==> config.mk <==
export PLATFORM = sky130hd
export DESIGN_NAME = pipe_addsub_flat
export DESIGN_NICKNAME = d
export VERILOG_FILES = /design/src/rtl/pipe_addsub_if.sv /design/src/rtl/pipe_addsub.sv /design/src/flat_wrapper.sv
export SDC_FILE = /design/constraint.sdc
export NUM_CORES = 1
export LEC_CHECK = 0
export ABC_AREA = 1
export CORE_MARGIN = 8
export CORE_UTILIZATION = 49
export CTS_CLUSTER_SIZE = 24
export DETAILED_ROUTE_END_ITERATION = 10
export PLACE_DENSITY_LB_ADDON = 0.1
export SYNTH_ARGS = -nofsm -noshare
export SYNTH_HDL_FRONTEND = slang
export SYNTH_SLANG_ARGS = --single-unit
==> constraint.sdc <==
create_clock -name clk -period 1.8 [get_ports clk]
set_input_delay 0.27 -clock clk [delete_from_list [all_inputs] [get_ports clk]]
set_output_delay 0.27 -clock clk [all_outputs]
set_load 0.1 [all_outputs]
==> src/rtl/pipe_addsub_if.sv <==
// Operand/result bundle for pipe_addsub: source-side handshake plus sink-side handshake.
// master = operand source and result sink; slave = the adder pipeline.
interface pipe_addsub_if #(
  parameter int WIDTH = 8
);
  logic             in_valid;
  logic             in_ready;
  logic [WIDTH-1:0] a;
  logic [WIDTH-1:0] b;
  logic             cin;
  logic             sub;
  logic             out_valid;
  logic             out_ready;
  logic [WIDTH-1:0] sum;
  logic             cout;
  logic             ovf;

  modport master (
    output in_valid, a, b, cin, sub, out_ready,
    input  in_ready, out_valid, sum, cout, ovf
  );

  modport slave (
    input  in_valid, a, b, cin, sub, out_ready,
    output in_ready, out_valid, sum, cout, ovf
  );
endinterface

==> src/rtl/pipe_addsub.sv <==
// Segmented pipelined add/sub, latency WIDTH/SEG_W, full rate; whole pipe stalls when the output is held.
// Optional output saturation on signed overflow: define PIPE_ADDSUB_SAT_EN.
module pipe_addsub #(
  parameter int WIDTH = 8,
  parameter int SEG_W = 4
) (
  input logic         clk,
  input logic         reset,
  pipe_addsub_if.slave io
);
  localparam int STAGES = WIDTH / SEG_W;

  logic             advance;
  logic [WIDTH-1:0] b_x;
  logic             c_x;
  logic             ovf_nx;
  logic             ovf_q;
  logic [WIDTH-1:0] sum_raw;

  assign advance     = ~io.out_valid | io.out_ready;
  assign io.in_ready = advance;

  // Subtract becomes a + ~b + ~cin, folded in before the first stage.
  assign b_x = io.sub ? ~io.b : io.b;
  assign c_x = io.sub ? ~io.cin : io.cin;

  // Stage word layout: {remaining b segments, rotating a/result word}.
  // The a word rotates right by one segment per stage while each finished
  // result segment enters at the top, so after STAGES rotations it is the sum.
  for (genvar k = 0; k < STAGES; k++) begin : g_stg
    localparam int IN_W  = 2*WIDTH - k*SEG_W;
    localparam int OUT_W = IN_W - SEG_W;

    logic [IN_W-1:0]  w_in;
    logic             c_in;
    logic             v_in;
    logic [SEG_W:0]   seg;
    logic [WIDTH-1:0] a_rot;
    logic [OUT_W-1:0] w_q;
    logic             c_q;
    logic             vld_q;

    if (k == 0) begin : g_head
      assign w_in = {b_x, io.a};
      assign c_in = c_x;
      assign v_in = io.in_valid;
    end else begin : g_body
      assign w_in = g_stg[k-1].w_q;
      assign c_in = g_stg[k-1].c_q;
      assign v_in = g_stg[k-1].vld_q;
    end

    assign seg   = {1'b0, w_in[SEG_W-1:0]} + {1'b0, w_in[WIDTH +: SEG_W]}
                 + (SEG_W+1)'(c_in);
    assign a_rot = (w_in[WIDTH-1:0] >> SEG_W)
                 | (WIDTH'(seg[SEG_W-1:0]) << (WIDTH - SEG_W));

    if (k == STAGES-1) begin : g_tail
      // Carry into the MSB recovered as a ^ b ^ sum at that bit.
      assign ovf_nx = w_in[SEG_W-1] ^ w_in[WIDTH+SEG_W-1] ^ seg[SEG_W-1] ^ seg[SEG_W];
    end

    always_ff @(posedge clk or negedge reset) begin
      if (!reset) begin
        w_q   <= '0;
        c_q   <= 1'b0;
        vld_q <= 1'b0;
      end else if (advance) begin
        w_q   <= OUT_W'({w_in[IN_W-1:WIDTH] >> SEG_W, a_rot});
        c_q   <= seg[SEG_W];
        vld_q <= v_in;
      end
    end
  end

  always_ff @(posedge clk or negedge reset) begin
    if (!reset) begin
      ovf_q <= 1'b0;
    end else if (advance) begin
      ovf_q <= ovf_nx;
    end
  end

  assign sum_raw      = g_stg[STAGES-1].w_q;
  assign io.cout      = g_stg[STAGES-1].c_q;
  assign io.out_valid = g_stg[STAGES-1].vld_q;
  assign io.ovf       = ovf_q;

`ifdef PIPE_ADDSUB_SAT_EN
  // Raw MSB set on overflow means the true result was positive.
  logic [WIDTH-1:0] sat_val;
  assign sat_val = sum_raw[WIDTH-1] ? {1'b0, {(WIDTH-1){1'b1}}}
                                    : {1'b1, {(WIDTH-1){1'b0}}};
  assign io.sum  = ovf_q ? sat_val : sum_raw;
`else
  assign io.sum  = sum_raw;
`endif
endmodule

==> src/flat_wrapper.sv <==
// flat-port wrapper written by rule: the top's interface ports become plain ports
module pipe_addsub_flat 
#(
  parameter int WIDTH = 8,
  parameter int SEG_W = 4
)
  (clk, reset, io_in_valid, io_a, io_b, io_cin, io_sub, io_out_ready, io_in_ready, io_out_valid, io_sum, io_cout, io_ovf);
  pipe_addsub_if #(.WIDTH(WIDTH)) io_i ();
  input logic clk;
  input logic reset;
  input wire logic [$bits(io_i.in_valid)-1:0] io_in_valid;
  input wire logic [$bits(io_i.a)-1:0] io_a;
  input wire logic [$bits(io_i.b)-1:0] io_b;
  input wire logic [$bits(io_i.cin)-1:0] io_cin;
  input wire logic [$bits(io_i.sub)-1:0] io_sub;
  input wire logic [$bits(io_i.out_ready)-1:0] io_out_ready;
  output wire logic [$bits(io_i.in_ready)-1:0] io_in_ready;
  output wire logic [$bits(io_i.out_valid)-1:0] io_out_valid;
  output wire logic [$bits(io_i.sum)-1:0] io_sum;
  output wire logic [$bits(io_i.cout)-1:0] io_cout;
  output wire logic [$bits(io_i.ovf)-1:0] io_ovf;
  assign io_i.in_valid = io_in_valid;
  assign io_i.a = io_a;
  assign io_i.b = io_b;
  assign io_i.cin = io_cin;
  assign io_i.sub = io_sub;
  assign io_i.out_ready = io_out_ready;
  assign io_in_ready = io_i.in_ready;
  assign io_out_valid = io_i.out_valid;
  assign io_sum = io_i.sum;
  assign io_cout = io_i.cout;
  assign io_ovf = io_i.ovf;
  pipe_addsub #(.WIDTH(WIDTH), .SEG_W(SEG_W)) u_core (.clk(clk), .reset(reset), .io(io_i));
endmodule
# Word-level counts from Yosys, hierarchy flattened
# Index checks and enable logic that the tools add are counted.
word_totals:
  word_cells: 22
  in_bits: 22
  reg_bits: 25
  output_inout_bits: 12
op_classes:
  bitwise_logic: 9
  mux: 2
  n_addsub: 4
op_table:
  columns: ["cell", "n"]
  rows:
  - ["$or A4 B8 Y8", 2]
  - ["$add A4 B4 Y5", 2]
  - ["$add A5 B1 Y5", 2]
  - ["$mux W8", 1]
  - ["$not A8 Y8", 1]
  - ["$xor A1 B1 Y1", 3]
  - ["$not A1 Y1", 2]
  - ["$mux W1", 1]
  - ["$or A1 B1 Y1", 1]

# Depth between registers and ports, before layout
logic_depth:
  word_depth: 5
  depth_mapped: 10

# Least setup slack after synthesis
# OpenSTA, ideal clock, no wires.
synth_path:
  kind: "input-to-reg"
  from: "input io_sub"
  to: "register u_core.g_stg[0].c_q"
  n_path_buf: 1
  stages: 8
  arrival_ps: 1713
  setup_time_ps: 126
  slack_ps: -38
  required_ps: 1674
  cell_sequence: "buf_6 -> xor2_1 -> fa_1 -> fa_1 -> nand2_1 -> inv_1 -> o21ai_0 -> a21oi_2"
synth_via:
  elab_chain_len: 3
synth_rtl:
  columns: ["item", "line", "source"]
  rows:
  - ["start, declared", "flat_wrapper.sv:15", "input wire logic [$bits(io_i.sub)-1:0] io_sub;"]
  - ["$mux W8", "pipe_addsub.sv:24", "assign b_x = io.sub ? ~io.b : io.b;"]
  - ["$add A4 B4 Y5", "pipe_addsub.sv:53", "assign seg = {1'b0, w_in[SEG_W-1:0]} + {1'b0, w_in[WIDTH +: SEG_W]}"]
  - ["$add A5 B1 Y5 (*)", "pipe_addsub.sv:54", "+ (SEG_W+1)'(c_in);"]
  - ["end signal, assigned", "pipe_addsub.sv:70", "c_q <= seg[SEG_W];"]
  - ["end, declared", "pipe_addsub.sv:40", "logic c_q;"]
# Every way passes the cells marked *; elsewhere a longest branch is shown, timed or not.
# A chain may end at the register's enable or synchronous reset.

# Worst setup path in the final report
layout_path:
  from: "input io_b[0]"
  to: "register u_core.g_stg[0].w_q[6]"
layout_via:
  elab_chain_len: 5
layout_rtl:
  columns: ["item", "line", "source"]
  rows:
  - ["start, declared", "flat_wrapper.sv:13", "input wire logic [$bits(io_i.b)-1:0] io_b;"]
  - ["$not A8 Y8", "pipe_addsub.sv:24", null]
  - ["$mux W8 (*)", "pipe_addsub.sv:24", null]
  - ["$add A4 B4 Y5 (*)", "pipe_addsub.sv:53", null]
  - ["$add A5 B1 Y5 (*)", "pipe_addsub.sv:54", null]
  - ["$or A4 B8 Y8 (*)", "pipe_addsub.sv:56", "| (WIDTH'(seg[SEG_W-1:0]) << (WIDTH - SEG_W));"]
  - ["end signal, assigned", "pipe_addsub.sv:69", "w_q <= OUT_W'({w_in[IN_W-1:WIDTH] >> SEG_W, a_rot});"]
  - ["end, declared", "pipe_addsub.sv:39", "logic [OUT_W-1:0] w_q;"]
# Marks and branches as above.

==> out/metrics.cfg <==
[timing]
period_share=0.960
layout_setup_ws_ns=0.0717
fin_crit_ns=1.73
clock.fmax_mhz=579
rsz0062_at_grt=yes
relSlewSlack=0.795
drv_slew=0
final_hold_viol_count=0
finalSetupViolCount=0
worst_slew_pin_slew_ns=0.307
setup_tns_ns=0
skew_ns=0.00761

[pwr]
powerDensity_nw_per_um2=1390
comb_power_share=0.571
switchingPower_w=0.00128
switching_share=0.523
p_leak_nw=0.894
internal_power_w=0.00116
pwr-share-seq=0.328
vdd_drop_max_mv=1.35
clkPwrFrac=0.101

[global_route]
grt_max_degree=31
grt_pass1_vias=1102
antenna_found_initial=0
grt_usage=0.118
grt_first_pass_wirelength_um=4860
grt-ovfl-total=0

[route]
routedWlPerCell_um=11.8
routed_wl_um=2630
drt_iter0_drc=45
postRouteAntennaNets=0
drc_errors=0
dr_total_vias=1067
first_pass_iters=5
vias_per_cell=4.78

[setup_path]
worst-path-buf-inv=2
crit_path_max_incr_delay_ns=0.41
arrival_ns=1.95
cp_max_fo=2
start_kind=input pin
path_cells=clkdlybuf4s50_1 -> xor2_1 -> fa_2 -> fa_1 -> nand2_1 -> inv_1 -> o31ai_1
crit_type=in2reg
cp_slowest_cell=clkdlybuf4s50_1
critical_path_required_ns=2.03
crit_path_end_kind=register
crit_family=adder cells

[floorplan]
io_pins=34
dieHeight_um=69.2
start_util=0.508
die_w_um=69.2
die_area_um2=4790
fp.coreArea_um2=2730
rows=19

[synthesis]
syn_area_per_cell_um2=8.89
syn_nets=188
synth-seq-cells=25
netlist_instances=156
yosysWarnings=0
ys_types=21
netlist_area_um2=1390
seq_area_frac_synth=0.451

[final_layout]
final_util=0.644
final_cell_mix=nand2_1, dfrtp_1, clkdlybuf4s50_1, buf_4, inv_1
final_common_cell=nand2_1
areaGrowthSynthToFinish_pct=26.9
diodes=0
fin_nets=225
layout-drive-gt1-share=0.167

[placed_design]
routabilityCongestion=0.751
pre_cts_slack_ns=-0.453
io_buffers=33
dp_hpwl_um=2100

[clock_tree]
clock_tree.buffer_depth=2
htreeDepth=1
ctsHoldBuffers=0
cts_tree=done
clock-sinks=25
clockRootBuffer=clkbuf_4
clkTransAtPathRegs_ns=0.14
cts_buffers=3
clk_latency_ns=0.31

[outcome]
status=completed

[run]
maxCapViolCount=0

[worst_hold_path]
hp-class=in2async

==> worst paths after layout <==
check                      slack (ns)  cells past startpoint              startpoint                endpoint
setup reg to reg                 0.18                     10     u_core.g_stg[0].c_q           u_core.io.ovf
hold / removal                   0.29                      2                   reset          u_core.io.cout
min in group clk                 0.48                      3                 io_a[6]  u_core.g_stg[0].w_q[2]
setup / recovery                 0.07                      7                 io_b[0]  u_core.g_stg[0].w_q[6]
hold reg to reg                  0.49                      2  u_core.g_stg[0].w_q[6]        u_core.io.sum[2]
max in group asynchronous        1.27                      2                   reset  u_core.g_stg[0].w_q[4]
==> registers in the layout (all words and copies together), names as in the netlist <==
| register | count |
|---|---|
| u_core.io.cout | 1 |
| u_core.io.sum | 8 |
| u_core.io.out_valid | 1 |
| u_core.g_stg.c_q | 1 |
| u_core.g_stg.w_q | 12 |
| u_core.g_stg.vld_q | 1 |
| u_core.io.ovf | 1 |
==> cell families after synthesis <==
kind of cell / share of synthesized area
xor+xnor: 0.0568
buf+inv: 0.0757
simple gates: 0.244
flops: 0.451
fa+ha+maj: 0.112
compound gates: 0.0604
==> final cells by class <==
class                   instances  area (um^2)
clock buffers                   3         22.5
clock inverters                 1         5.00
fillers                       252          973
inverters                      12         45.0
multi-input cells             113          662
flip-flops and latches         25          626
well taps                      31         38.8
repair buffers                 38          362
==> through the flow <==
| step | hold slack [ns] | power [W] | cell area (um^2) | std cells |
|---|---|---|---|---|
| 6_report | 0.293 | 0.00244 | 1760 | 223 |
| 5_1_grt | 0.302 | 0.00261 | 1760 | 223 |
| 4_1_cts | 0.296 | 0.00247 | 1760 | 223 |
| 3_5_place_dp | 0.457 | 0.00222 | 1730 | 219 |
| 3_3_place_gp | 0.455 | 0.00220 | 1730 | 219 |
| 2_1_floorplan | -0.0256 | 0.00187 | 1390 | 156 |
==> power by group through the flow <==
stage	Sequential (W)	Combinational, W	Clock [W]
6_report	0.000801	0.00139	0.000246
2_1_floorplan	0.00147	0.000401	0
5_1_grt	0.000825	0.00150	0.000284
3_5_place_dp	0.000814	0.00140	0
3_3_place_gp	0.000809	0.00139	0
4_1_cts	0.000803	0.00141	0.000260
==> per-layer routing <==
metal / vias up / global-route usage / routed length [um]
met2: 22 / 0.183 / 1200
li1: 559 / - / -
met1: 484 / 0.148 / 1260
met4: 0 / 0.0456 / 16
met3: 2 / 0.0386 / 146
met5: - / 0 / 0
==> worst register-to-register path: stages (launching register included) <==
cell and delay [ns]:
dfrtp_1 0.44, fa_2 0.42, inv_1 0.08, fa_1 0.19
inv_1 0.06, nand2_1 0.07, nand2_1 0.05, nand2_1 0.07
nand2_1 0.06, nand3_2 0.06, nand2_1 0.04
==> timing repair <==
item / 4_1_cts / 5_1_grt
setup buffers: 0 / 0
endpoints found under the hold margin: 0 / 0
gates resized for setup: 1 / 2
endpoints found under the setup margin: 2 / 3
==> cell usage after synthesis <==
library cell | count | area share
a21oi_2 | 1 | 0.0063
nand3_1 | 6 | 0.022
buf_6 | 4 | 0.032
o21ai_2 | 2 | 0.013
a21oi_1 | 2 | 0.0072
inv_1 | 11 | 0.030
nor2_2 | 1 | 0.0045
nand2_1 | 64 | 0.17
xnor2_1 | 4 | 0.025
or2_0 | 1 | 0.0045
ha_1 | 6 | 0.054
o21ai_0 | 8 | 0.029
nand3_2 | 3 | 0.022
dfrtp_1 | 25 | 0.45
nor2_4 | 1 | 0.0081
buf_4 | 2 | 0.011
fa_1 | 4 | 0.058
o31ai_1 | 1 | 0.0054
xor2_1 | 5 | 0.032
inv_2 | 1 | 0.0027
nor2_1 | 4 | 0.011
No activity file was read; power rests on OpenSTA's default activity.
